## src/rtl/led_fade_driver.sv

```systemverilog
// led_fade_driver: PWM fade stage placed between the 4-LED chaser and the
// board LED pins. Each channel ramps its duty linearly toward full-on or
// full-off, one step per step_tick, and a single shared PWM counter turns
// the brightness of every channel into an active-low pin drive.
//
// Build option: define LED_FADE_GAMMA_EN to map duty through a quadratic
// curve, (duty*duty) >> PWM_BITS, with full scale kept at full scale.
// Without the macro, brightness equals duty. Ramp timing and busy behave
// the same way in both builds.
module led_fade_driver #(
    parameter int PWM_BITS = 8,
    parameter int STEP_DIV = 19531,
    parameter int N_CH     = 4
) (
    input  logic            clk,
    input  logic            rst,
    input  logic [N_CH-1:0] pattern_n,
    input  logic            enable,
    output logic [N_CH-1:0] led_n,
    output logic            busy
);

    // The step counter needs at least one bit, even for STEP_DIV == 1.
    localparam int STEP_W = (STEP_DIV > 1) ? $clog2(STEP_DIV) : 1;

    localparam logic [PWM_BITS-1:0] DUTY_MAX = {PWM_BITS{1'b1}};
    localparam logic [PWM_BITS-1:0] DUTY_ONE = {{(PWM_BITS-1){1'b0}}, 1'b1};
    // The PWM counter stops one short of full scale. As a result, a
    // brightness of DUTY_MAX is greater than every counter value, so the
    // LED stays lit for the whole period.
    localparam logic [PWM_BITS-1:0] PWM_LAST = DUTY_MAX - DUTY_ONE;
    localparam logic [STEP_W-1:0]   STEP_ONE = {{(STEP_W-1){1'b0}}, 1'b1};
    localparam logic [STEP_W-1:0]   STEP_LAST = STEP_W'(STEP_DIV - 1);

    logic [N_CH-1:0]     sync_p0;
    logic [N_CH-1:0]     pat_s;
    logic [PWM_BITS-1:0] pwm_cnt;
    logic [STEP_W-1:0]   step_cnt;
    logic                step_tick;
    logic [PWM_BITS-1:0] target [N_CH];
    logic [PWM_BITS-1:0] duty   [N_CH];
    logic [PWM_BITS-1:0] bright [N_CH];
    logic [N_CH-1:0]     on;
    logic [N_CH-1:0]     mismatch;

    // Move duty one step toward the target and hold it once equal.
    // Because duty only moves toward a value that is in range, it cannot
    // wrap.
    function automatic logic [PWM_BITS-1:0] ramp_step(
        input logic [PWM_BITS-1:0] cur,
        input logic [PWM_BITS-1:0] tgt
    );
        if (cur < tgt) begin
            return cur + DUTY_ONE;
        end
        if (cur > tgt) begin
            return cur - DUTY_ONE;
        end
        return cur;
    endfunction

`ifdef LED_FADE_GAMMA_EN
    // Quadratic perceptual curve: keep the upper half of the
    // double-width square. Full scale maps straight to full scale, so a
    // finished up-ramp still drives the LED fully on.
    function automatic logic [PWM_BITS-1:0] gamma_map(
        input logic [PWM_BITS-1:0] d
    );
        if (d == DUTY_MAX) begin
            return DUTY_MAX;
        end
        return PWM_BITS'(({{PWM_BITS{1'b0}}, d} * {{PWM_BITS{1'b0}}, d}) >> PWM_BITS);
    endfunction
`endif

    // Two-flop synchroniser for the chaser pattern. It resets to "all off".
    always_ff @(posedge clk or posedge rst) begin
        if (rst) begin
            sync_p0 <= '1;
            pat_s   <= '1;
        end else begin
            sync_p0 <= pattern_n;
            pat_s   <= sync_p0;
        end
    end

    // A channel that is requested on targets full scale; every other
    // channel targets zero.
    always_comb begin
        for (int i = 0; i < N_CH; i++) begin
            target[i] = pat_s[i] ? '0 : DUTY_MAX;
        end
    end

    // Shared PWM counter. Its period is 2^PWM_BITS-1 clocks, and it is
    // held at zero while the block is disabled.
    always_ff @(posedge clk or posedge rst) begin
        if (rst) begin
            pwm_cnt <= '0;
        end else if (!enable) begin
            pwm_cnt <= '0;
        end else if (pwm_cnt == PWM_LAST) begin
            pwm_cnt <= '0;
        end else begin
            pwm_cnt <= pwm_cnt + DUTY_ONE;
        end
    end

    // Prescaler that sets the ramp rate. It is held at zero while the
    // block is disabled.
    always_ff @(posedge clk or posedge rst) begin
        if (rst) begin
            step_cnt <= '0;
        end else if (!enable) begin
            step_cnt <= '0;
        end else if (step_cnt == STEP_LAST) begin
            step_cnt <= '0;
        end else begin
            step_cnt <= step_cnt + STEP_ONE;
        end
    end

    assign step_tick = enable && (step_cnt == STEP_LAST);

    // Duty ramps. Disabling takes priority over a coincident tick. A
    // target that reverses simply changes the direction of the next step.
    always_ff @(posedge clk or posedge rst) begin
        if (rst) begin
            for (int i = 0; i < N_CH; i++) begin
                duty[i] <= '0;
            end
        end else if (!enable) begin
            for (int i = 0; i < N_CH; i++) begin
                duty[i] <= '0;
            end
        end else if (step_tick) begin
            for (int i = 0; i < N_CH; i++) begin
                duty[i] <= ramp_step(duty[i], target[i]);
            end
        end
    end

    // Brightness mapping, PWM compare and settle detection per channel.
    always_comb begin
        for (int i = 0; i < N_CH; i++) begin
`ifdef LED_FADE_GAMMA_EN
            bright[i] = gamma_map(duty[i]);
`else
            bright[i] = duty[i];
`endif
            on[i]       = bright[i] > pwm_cnt;
            mismatch[i] = duty[i] != target[i];
        end
    end

    // Registered pin drive (active-low) and busy flag.
    always_ff @(posedge clk or posedge rst) begin
        if (rst) begin
            led_n <= '1;
            busy  <= 1'b0;
        end else begin
            led_n <= enable ? ~on : '1;
            busy  <= |mismatch;
        end
    end

endmodule

```

## config.mk

```make
export PLATFORM = sky130hd
export DESIGN_NAME = led_fade_driver
export DESIGN_NICKNAME = d
export VERILOG_FILES = /design/src/rtl/led_fade_driver.sv
export SDC_FILE = /design/constraint.sdc
export NUM_CORES = 1
export LEC_CHECK = 0
export CAP_MARGIN = 20
export CELL_PAD_IN_SITES_DETAIL_PLACEMENT = 0
export CELL_PAD_IN_SITES_GLOBAL_PLACEMENT = 2
export CORE_ASPECT_RATIO = 1.25
export CORE_MARGIN = 5
export CORE_UTILIZATION = 44
export CTS_CLUSTER_SIZE = 16
export DETAILED_ROUTE_END_ITERATION = 7
export GPL_TIMING_DRIVEN = 0
export PLACE_DENSITY_LB_ADDON = 0.15
export SLEW_MARGIN = 15
export SYNTH_ARGS = -nofsm -noshare
export SYNTH_HDL_FRONTEND = slang
export SYNTH_SLANG_ARGS = --single-unit
```

## constraint.sdc

```tcl
create_clock -name clk -period 4 [get_ports clk]
set_input_delay 0.8 -clock clk [delete_from_list [all_inputs] [get_ports clk]]
set_output_delay 0.8 -clock clk [all_outputs]
set_load 0.02 [all_outputs]
```

==> out/qor.csv, run 1 <==
metric,value,unit
status,"finished, final reports clean",
peakVddDrop,0.1830,mV
drt_first_pass_iters,6,
holdPathStages,0,
swShare,0.2419,
dieArea,14420,µm²
chipHeight,133.0,µm
cp-start-kind,flip-flop,
die_width,108.4,µm
hold_path_class,reg2reg,
cp-end-kind,flip-flop,
period_share,0.6339,
routed_via_density,5.583,
io_pins,12,
synth.distinct_cells,54,
cts_resized,0,
numCtsBuffers,9,
hold_start,sync_p0[3],
detail-route-antenna-nets,0,
syn_nets,669,
pre_cts_ws,1.220,ns
area_growth,12.26,%
crit_type,reg2reg,
io_buffers,10,
fmax,394.4,MHz
layout_commonest_cell,ha_1,
seq_area,1717,µm²
synthFlopType,dfrtp_1,
layout_common_cells,"76 x ha_1, 56 x dfrtp_1, 48 x nor2_1",
cts.htree.levels,3,
reg2regPathDepth,9,
internal_power,1342,µW
drive_gt1_frac,0.09625,
place_congestion,0.8240,
drc,0,
reg2reg_from,pat_s[2],
drv_cap,0,
rows,45,
cts_hold_buf,0,
multi_input_area,3458,µm²
fin_worst_skew,0.008493,ns
yosys.area.top_type_share,0.2630,
root_buffer,clkbuf_16,
clkLatencyLatePin,0.34,ns
dp_hpwl,9412,µm
p_comb_frac,0.098,
slew_headroom,0.4976,
avgSynthCellArea,9.091,µm²
ys_ff_latch,68,
grt_setup_unrepaired,no,
async_flop_share,1.000,
antenna_found_initial,0,
power_frac_seq,0.414,
drv_slew,0,
num_vias,4338,
report.final.setup_viol,0,
cts.sinks,68,
setup_slack,1.464,ns
crit_required,4.26,ns
synth_area_leader_cell,dfrtp_1,
clk_path_buf_depth,2,
synth_area_leaders,"dfrtp_1 26%, ha_1 18%, dfstp_2 5.9%",
start_util,0.4442,
synth_edf_count,0,
grt_overflow,0,
power_switching,428.4,µW
p_per_area,296.1,nW/µm²
hold_end,pat_s[3],
timing.rr.end,bright[13],
drt-total-wl,12770,µm
cp_cell_sequence,inv_1 -> ha_1 -> nand4_1 -> nor2_1 -> or2_2 -> buf_1 -> nand3_1 -> a21oi_1 -> mux2i_1,
yosysWarnings,0,
synth_area,5328,µm²
p_leak,0.002612,µW
clockPowerShare,0.488,
core-area,11990,µm²
hold_viol,0,
post_cts_buffers,0,
grt_pass1_wl,21820,µm
reg2reg_slack,1.46,ns
fin_tns_setup,0,ns
diodes,0,
tightest_slew,0.7536,ns
cp_slowest_stage_delay,0.61,ns
cp_data_arrival_time,2.79,ns
cts_tree,built,
clkSlewWorstSetupHoldPaths,0.06,ns
grt_start_max_net_pins,50,
grt_pass1_vias,4444,
nets,691,
seq_area_frac_synth,0.3222,
drtIter0Drc,221,
fillers,1156,
crit_fanout,8,
grt_use_total,0.1895,
wl_per_cell,16.43,µm
fin_crit,2.536,ns
crit_slowest_cell,dfstp_2,
postSynthCellCount,586,
==> worst max-delay path by stage <==
stage	start	to	slack [ns]	cells after the start
after floorplan	rst	bright[0]	1.51	1
after global placement	rst	bright[29]	0.24	2
after detailed placement	enable	led_n[3]	1.22	4
after CTS	pat_s[2]	bright[13]	1.43	9
after global routing	bright[0]	bright[4]	1.22	8
final	pat_s[2]	bright[13]	1.46	9
==> power groups by stage <==
stage	sequential, µW	combinational (µW)	clock (µW)
CTS	733	177	879
detailed placement	745	176	0
global placement	743	165	0
global route	735	199	919
floorplan	745	115	0
finish	733	174	864
==> flip-flops by register name, indices dropped and copies added (netlist names) <==
register / flops
step_cnt: 15
pwm_cnt: 8
busy: 1
led_n: 4
bright: 32
sync_p0: 4
pat_s: 4
==> critical path, delay by kind of cell, from the launching register on <==
family	cells	cell delay (ns)
AO/OA/AOI/OAI	1	0.24
adder cells (fa/ha/maj)	1	0.28
buffers and inverters	2	0.28
flip-flops	1	0.61
multiplexers	1	0.20
AND/OR/NAND/NOR	4	0.84
==> cells by family (layout without fill, tap and decap cells) <==
kind of cell,after synthesis,count (layout),share of synthesized area
adders and majority gates,76,76,0.1785
buffers and inverters,38,65,0.02865
muxes,22,22,0.04157
and+or+nand+nor,237,237,0.2393
DFF,68,68,0.3222
xor gates and xnor gates,26,26,0.04274
AOI/OAI and AO/OA,119,119,0.1470
==> synth_stat cells (3+ instances only) <==
master    count
a31oi_1       3
xnor2_1      19
nor2b_1       9
o211ai_1     11
o21ai_0      24
or4_1         3
o211ai_2      3
nand2_1      46
ha_1         76
and3_1       15
or4b_1        4
o21a_1        4
nor2_1       48
a21oi_2       3
dfstp_2      12
or3_1         3
or2_2         9
a21o_1       12
nand4_1      21
inv_1        24
clkbuf_1      9
nor3_1       12
nand2b_1     26
mux2i_1      21
dfrtp_1      56
nand3_1      28
xor2_1        7
a21oi_1      41
o211a_1       3
==> final cells by class <==
type	count	area share
clock buffers	11	0.04059
clock inverters	5	0.01255
repair buffers	11	0.02134
inverters	24	0.01548
flip-flops and latches	68	0.2870
plain buffers	14	0.01046
well taps	164	0.03431
multi-input cells	480	0.5782
==> through the flow <==
stage	cells	hold slack, ns	cell area, µm²	util	total power [µW]
final	777	0.3539	5981	0.4987	1771
after global routing	777	0.3618	5981	0.4987	1854
after CTS	777	0.3551	5981	0.4987	1789
after detailed placement	761	0.3472	5663	0.4722	920.8
after global placement	760	0.3456	5633	0.4697	908.5
after floorplan	586	0.3452	5328	-	860.1
==> per-layer routing <==
layer	GRT usage	wire, µm
met1	0.2395	5721
met2	0.3302	6529
met3	0.02831	348
met4	0.05684	169
met5	0	0
Note: power is estimated with default switching activity, not from simulation.
==> inputs of run 2 (changes only) <==
--- a/config.mk
+++ b/config.mk
@@ -10,7 +10,7 @@
 export CELL_PAD_IN_SITES_GLOBAL_PLACEMENT = 2
 export CORE_ASPECT_RATIO = 1.25
 export CORE_MARGIN = 5
-export CORE_UTILIZATION = 44
+export CORE_UTILIZATION = 36
 export CTS_CLUSTER_SIZE = 16
 export DETAILED_ROUTE_END_ITERATION = 7
 export GPL_TIMING_DRIVEN = 0
==> constraint.sdc (replaced) <==
create_clock -name clk -period 2.2 [get_ports clk]
set_input_delay 0.44 -clock clk [delete_from_list [all_inputs] [get_ports clk]]
set_output_delay 0.44 -clock clk [all_outputs]
set_load 0.02 [all_outputs]
==> run 2 against run 1 <==
  * Largest power group unchanged
  * Combinational power up 140%
  * Power is 87% higher
  * Cell count rose by 8.2%
  * Register-to-register slack got worse by 1.6 ns
  * Non-clock buffer count is 49 higher
  * Clock power increased by 81%
  * The flow now finishes with violations (setup timing)
  * Setup slack worse by 1.6 ns
  * Cell area up 21%
  * Maximum frequency rose by 7.0%
  * Critical path depth up 1
  * Hold slack barely moved
  * Via count rose by 7.9%
==> out/qor.csv, run 2 (same netlist as run 1, synthesis figures left out) <==
metric,value,unit
status,"complete, but fails checks",
violations,setup timing,
drt_first_pass_iters,7,
rows,49,
p_leak,0.002943,µW
crit_type,reg2reg,
io_pins,12,
drt-total-wl,14890,µm
reg2regPathDepth,10,
holdPathStages,0,
grt_pass1_vias,4793,
cts.sinks,68,
slew_headroom,0.5070,
numCtsBuffers,9,
root_buffer,clkbuf_16,
antenna_found_initial,0,
period_share,1.077,
grt_use_total,0.1740,
clk_path_buf_depth,2,
drv_slew,0,
routed_via_density,5.564,
nets,741,
die_width,118.8,µm
hold_start,sync_p0[3],
cpMostUsedCell,buf_6,
cp-end-kind,flip-flop,
dp_hpwl,9876,µm
fmax,422.2,MHz
detail-route-antenna-nets,0,
drv_cap,0,
crit_required,2.46,ns
grt_setup_unrepaired,yes,
p_total,3314,µW
cp_data_arrival_time,2.62,ns
chipHeight,146.0,µm
multi_input_area,4233,µm²
num_vias,4679,
report.final.setup_viol,26,
hold_path_class,reg2reg,
setup_slack,-0.1688,ns
cp-start-kind,flip-flop,
core-area,14470,µm²
seq_area,1724,µm²
clkSlewWorstSetupHoldPaths,0.05,ns
grt_overflow,0,
layout_common_cells,"54 x ha_1, 50 x dfrtp_1, 46 x nand2_1",
cts_tree,built,
crit_fanout,5,
cts_hold_buf,0,
cp_slowest_stage_delay,0.59,ns
largest_reg_flops,32,
final_util,0.5017,
cts.htree.levels,3,
clkLatencyLatePin,0.33,ns
start_util,0.3682,
peakVddDrop,0.3313,mV
cp_cell_sequence,buf_12 -> ha_4 -> nand4_1 -> nor2_4 -> buf_6 -> a211oi_4 -> buf_6 -> o21ai_2 -> a2111o_1 -> o21ai_1,
timing.rr.end,bright[5],
place_congestion,0.7875,
drtIter0Drc,244,
grt_pass1_wl,24570,µm
fin_crit,2.369,ns
p_per_area,456.5,nW/µm²
fin_worst_skew,0.006102,ns
io_buffers,10,
fin_tns_setup,-1.908,ns
grt_start_max_net_pins,37,
reg2reg_slack,-0.17,ns
hold_end,pat_s[3],
drc,0,
drive_gt1_frac,0.3258,
tightest_slew,0.7395,ns
reg2reg_from,pat_s[3],
wl_per_cell,17.71,µm
hold_viol,0,
fillers,1330,
area_growth,36.26,%
dieArea,17350,µm²
diodes,0,
layout_commonest_cell,ha_1,
crit_slowest_cell,dfstp_2,
run 2: changes by cell type in the layout (fill, tap and decap cells not counted), moves of 7 or more:
cell and delta:
buf_4 +29, a21oi_1 -27, ha_1 -22, a21oi_2 +21, buf_6 +21, ha_4 +21
o21ai_0 -14, o21ai_2 +9, nor2_4 +7
run 2: routing by layer:
| metal | up-vias | share of wire | GRT usage |
|---|---|---|---|
| li1 | 2273 | - | - |
| met1 | 2317 | 0.43 | 0.2079 |
| met2 | 74 | 0.54 | 0.3206 |
| met3 | 15 | 0.022 | 0.02166 |
| met4 | 0 | 0.014 | 0.05797 |
| met5 | - | 0 | 0 |
run 2: how the worst max path moves through the flow:
| stage | startpoint | cells past startpoint | end | slack, ns |
|---|---|---|---|---|
| 2_1_floorplan | pat_s[1] | 7 | bright[19] | -0.006 |
| 3_3_place_gp | rst | 2 | busy | -1.32 |
| 3_5_place_dp | pat_s[2] | 9 | bright[15] | -0.45 |
| 4_1_cts | pat_s[3] | 8 | bright[6] | -0.14 |
| 5_1_grt | pat_s[3] | 10 | bright[5] | -0.26 |
| 6_report | pat_s[3] | 10 | bright[5] | -0.17 |
run 2: through the flow:
step / hold slack, ns / instance area (µm²) / worst slack [ns] / cells
global placement: 0.3464 / 5658 / -1.320 / 774
global route: 0.3557 / 7259 / -0.2621 / 841
CTS: 0.3551 / 6843 / -0.1423 / 825
detailed placement: 0.3475 / 5680 / -0.4460 / 775
finish: 0.3541 / 7259 / -0.1688 / 841
floorplan: 0.3452 / 5335 / -0.006346 / 586
run 2: report_power, final:
part | switching, µW | internal (µW) | total [µW]
clock | 542 | 1020 | 1560
combinational | 230 | 191 | 421
sequential | 39.4 | 1290 | 1330
total | 811 | 2500 | 3310
run 2: critical path, delay by kind of cell, from the launching register on:
family          cells  cell delay (ns)
compound gates      4             0.85
fa+ha+maj           1             0.22
buf+inv             3             0.42
flops               1             0.59
simple gates        2             0.23
run 2: final cells by class:
type,instances,area share
Buffer,10,0.006377
Tap cell,178,0.03068
Sequential cell,68,0.2375
Timing Repair Buffer,64,0.08532
Clock buffer,11,0.03344
Clock inverter,5,0.01034
Inverter,24,0.01327
Multi-Input combinational cell,481,0.5831
run 2: timing repair:
action / CTS / global route
pin swaps: 61 / 49
setup buffers: 36 / 17
hold endpoints to repair: 0 / 0
cloned: 2 / 0
gates resized for setup: 98 / 76
setup endpoints to repair: 30 / 30
==> inputs of run 3 (changes only) <==
--- a/config.mk
+++ b/config.mk
@@ -8,7 +8,7 @@
 export CAP_MARGIN = 20
 export CELL_PAD_IN_SITES_DETAIL_PLACEMENT = 0
 export CELL_PAD_IN_SITES_GLOBAL_PLACEMENT = 2
-export CORE_ASPECT_RATIO = 1.25
+export CORE_ASPECT_RATIO = 1.2
 export CORE_MARGIN = 5
 export CORE_UTILIZATION = 36
 export CTS_CLUSTER_SIZE = 16
==> run 3 against run 2 <==
  * The flow still finishes with violations (setup timing)
  * Clock-buffer cell count stayed put
  * Register-to-register slack hardly changed
  * Hold slack better by 0.0020 ns
  * Highest routed layer unchanged
  * First-iteration DRC count is 23% higher
  * Power hardly changed
  * Critical endpoint unchanged
  * Critical path type unchanged
  * Largest cell class unchanged
  * Setup slack worse by 0.0010 ns
  * Sequential power hardly changed
  * Critical path depth stayed put
  * Non-clock buffer count is 3 lower
  * Largest power group unchanged
  * Maximum frequency hardly changed
  * Global-route usage is 0.24 points lower
  * Cell area is 0.98% higher
==> out/qor.csv, run 3 (same netlist as run 1, synthesis figures left out) <==
metric,value,unit
crit_type,reg2reg,
clkLatencyLatePin,0.33,ns
layout_common_cells,"54 x dfrtp_1, 52 x ha_1, 44 x nand2_1",
multi_input_area,4292,µm²
period_share,1.077,
numCtsBuffers,9,
cts_tree,built,
peakVddDrop,0.2822,mV
nets,738,
cp_data_arrival_time,2.63,ns
fillers,1313,
fin_area,7331,µm²
die_width,121.1,µm
route.met3.wl,308,µm
largest_reg_flops,32,
io_pins,12,
crit_fanout,8,
drt-total-wl,14770,µm
num_vias,4668,
slew_headroom,0.5707,
hold_path_class,reg2reg,
drc,0,
status,"complete, but fails checks",
dieArea,17340,µm²
grt_pass1_vias,4585,
fin_tns_setup,-1.957,ns
root_buffer,clkbuf_16,
area_growth,37.60,%
cts_hold_buf,0,
violations,setup timing,
stdcell_count,860,
start_util,0.3681,
grt_overflow,0,
layout_commonest_cell,dfrtp_1,
drtIter0Drc,300,
cts.sinks,68,
hold_viol,0,
core-area,14470,µm²
place_congestion,0.7720,
seq_area,1719,µm²
grt_use_total,0.1716,
route.met2.wl,7506,µm
fin_crit,2.370,ns
cts.htree.levels,3,
pre_cts_ws,-0.3513,ns
routed_via_density,5.428,
fin_worst_skew,0.005763,ns
detail-route-antenna-nets,0,
final_util,0.5065,
diodes,0,
clkSlewWorstSetupHoldPaths,0.06,ns
grt_pass1_wl,23290,µm
top_layer,met4,
cp-start-kind,flip-flop,
wl_met1,6497,µm
report.final.setup_viol,24,
p_leak,0.002969,µW
grt_setup_unrepaired,yes,
rows,48,
grt_start_max_net_pins,36,
cp-end-kind,flip-flop,
tightest_slew,0.6440,ns
crit_required,2.46,ns
antenna_found_initial,0,
setup_slack,-0.1698,ns
fmax,422.0,MHz
io_buffers,10,
drt_first_pass_iters,4,
p_per_area,452.5,nW/µm²
drive_gt1_frac,0.3197,
dp_hpwl,9895,µm
clk_path_buf_depth,2,
dp_cells,797,
chipHeight,143.3,µm
placed_area,5708,µm²
wl_per_cell,17.17,µm
drv_slew,0,
drv_cap,0,
## run 3: changes by cell type in the layout (fill, tap and decap cells not counted), moves of 4 or more
| cell | delta |
|---|---|
| a21oi_2 | -8 |
| a21oi_4 | +7 |
| buf_6 | -7 |
| dfrtp_1 | +4 |
| dfrtp_2 | -4 |
## run 3: final cells by class
cell class | count | share of cell area
multi-input combinational | 481 | 0.5854
sequential | 68 | 0.2345
timing repair buffer | 61 | 0.08278
tap | 200 | 0.03414
clock buffer | 11 | 0.03311
inverter | 24 | 0.01263
clock inverter | 5 | 0.01024
buffer | 10 | 0.007168
## run 3: where the power goes
part | leakage (µW) | switching (µW) | internal [µW] | total, µW
Sequential | 0.000893 | 37.9 | 1290 | 1330
Combinational | 0.00192 | 229 | 188 | 417
Clock | 0.000159 | 551 | 1020 | 1570
Total | 0.00297 | 817 | 2500 | 3320
## run 3: routing by layer
| metal | GRT usage | vias to the layer above |
|---|---|---|
| li1 | - | 2266 |
| met1 | 0.2081 | 2306 |
| met2 | 0.3021 | 64 |
| met3 | 0.02338 | 32 |
| met4 | 0.07637 | 0 |
| met5 | 0 | - |
## run 3: metrics by stage
| step | total power, µW | hold slack, ns |
|---|---|---|
| detailed placement | 1680 | 0.3491 |
| CTS | 3323 | 0.3579 |
| floorplan | 1564 | 0.3452 |
| global route | 3474 | 0.3607 |
| finish | 3317 | 0.3561 |
| global placement | 1659 | 0.3467 |
## run 3: final timing paths
path	slack, ns	endpoint	start	cells past startpoint
setup / recovery	-0.17	bright[5]	pat_s[3]	10
hold / removal	0.36	pat_s[2]	sync_p0[2]	0
setup reg to reg	-0.17	bright[5]	pat_s[3]	10
hold reg to reg	0.36	pat_s[2]	sync_p0[2]	0
max in group asynchronous	1.09	pat_s[3]	rst	3
min in group asynchronous	0.48	bright[9]	rst	2
## run 3: critical path, cell delays in order, from the launching register on
cell and delay (ns):
dfstp_2 0.59, buf_12 0.14, buf_6 0.10, ha_4 0.20, nand4_4 0.10, nor2_4 0.07
a211oi_4 0.33, buf_4 0.19, o21ai_2 0.07, a2111o_1 0.43, o21ai_1 0.08
## run 3: what timing repair did
action	in CTS	in global routing
resized for setup	71	100
endpoints found under the setup margin	31	42
cloned	0	2
buffers inserted	27	22
pin swaps	34	54
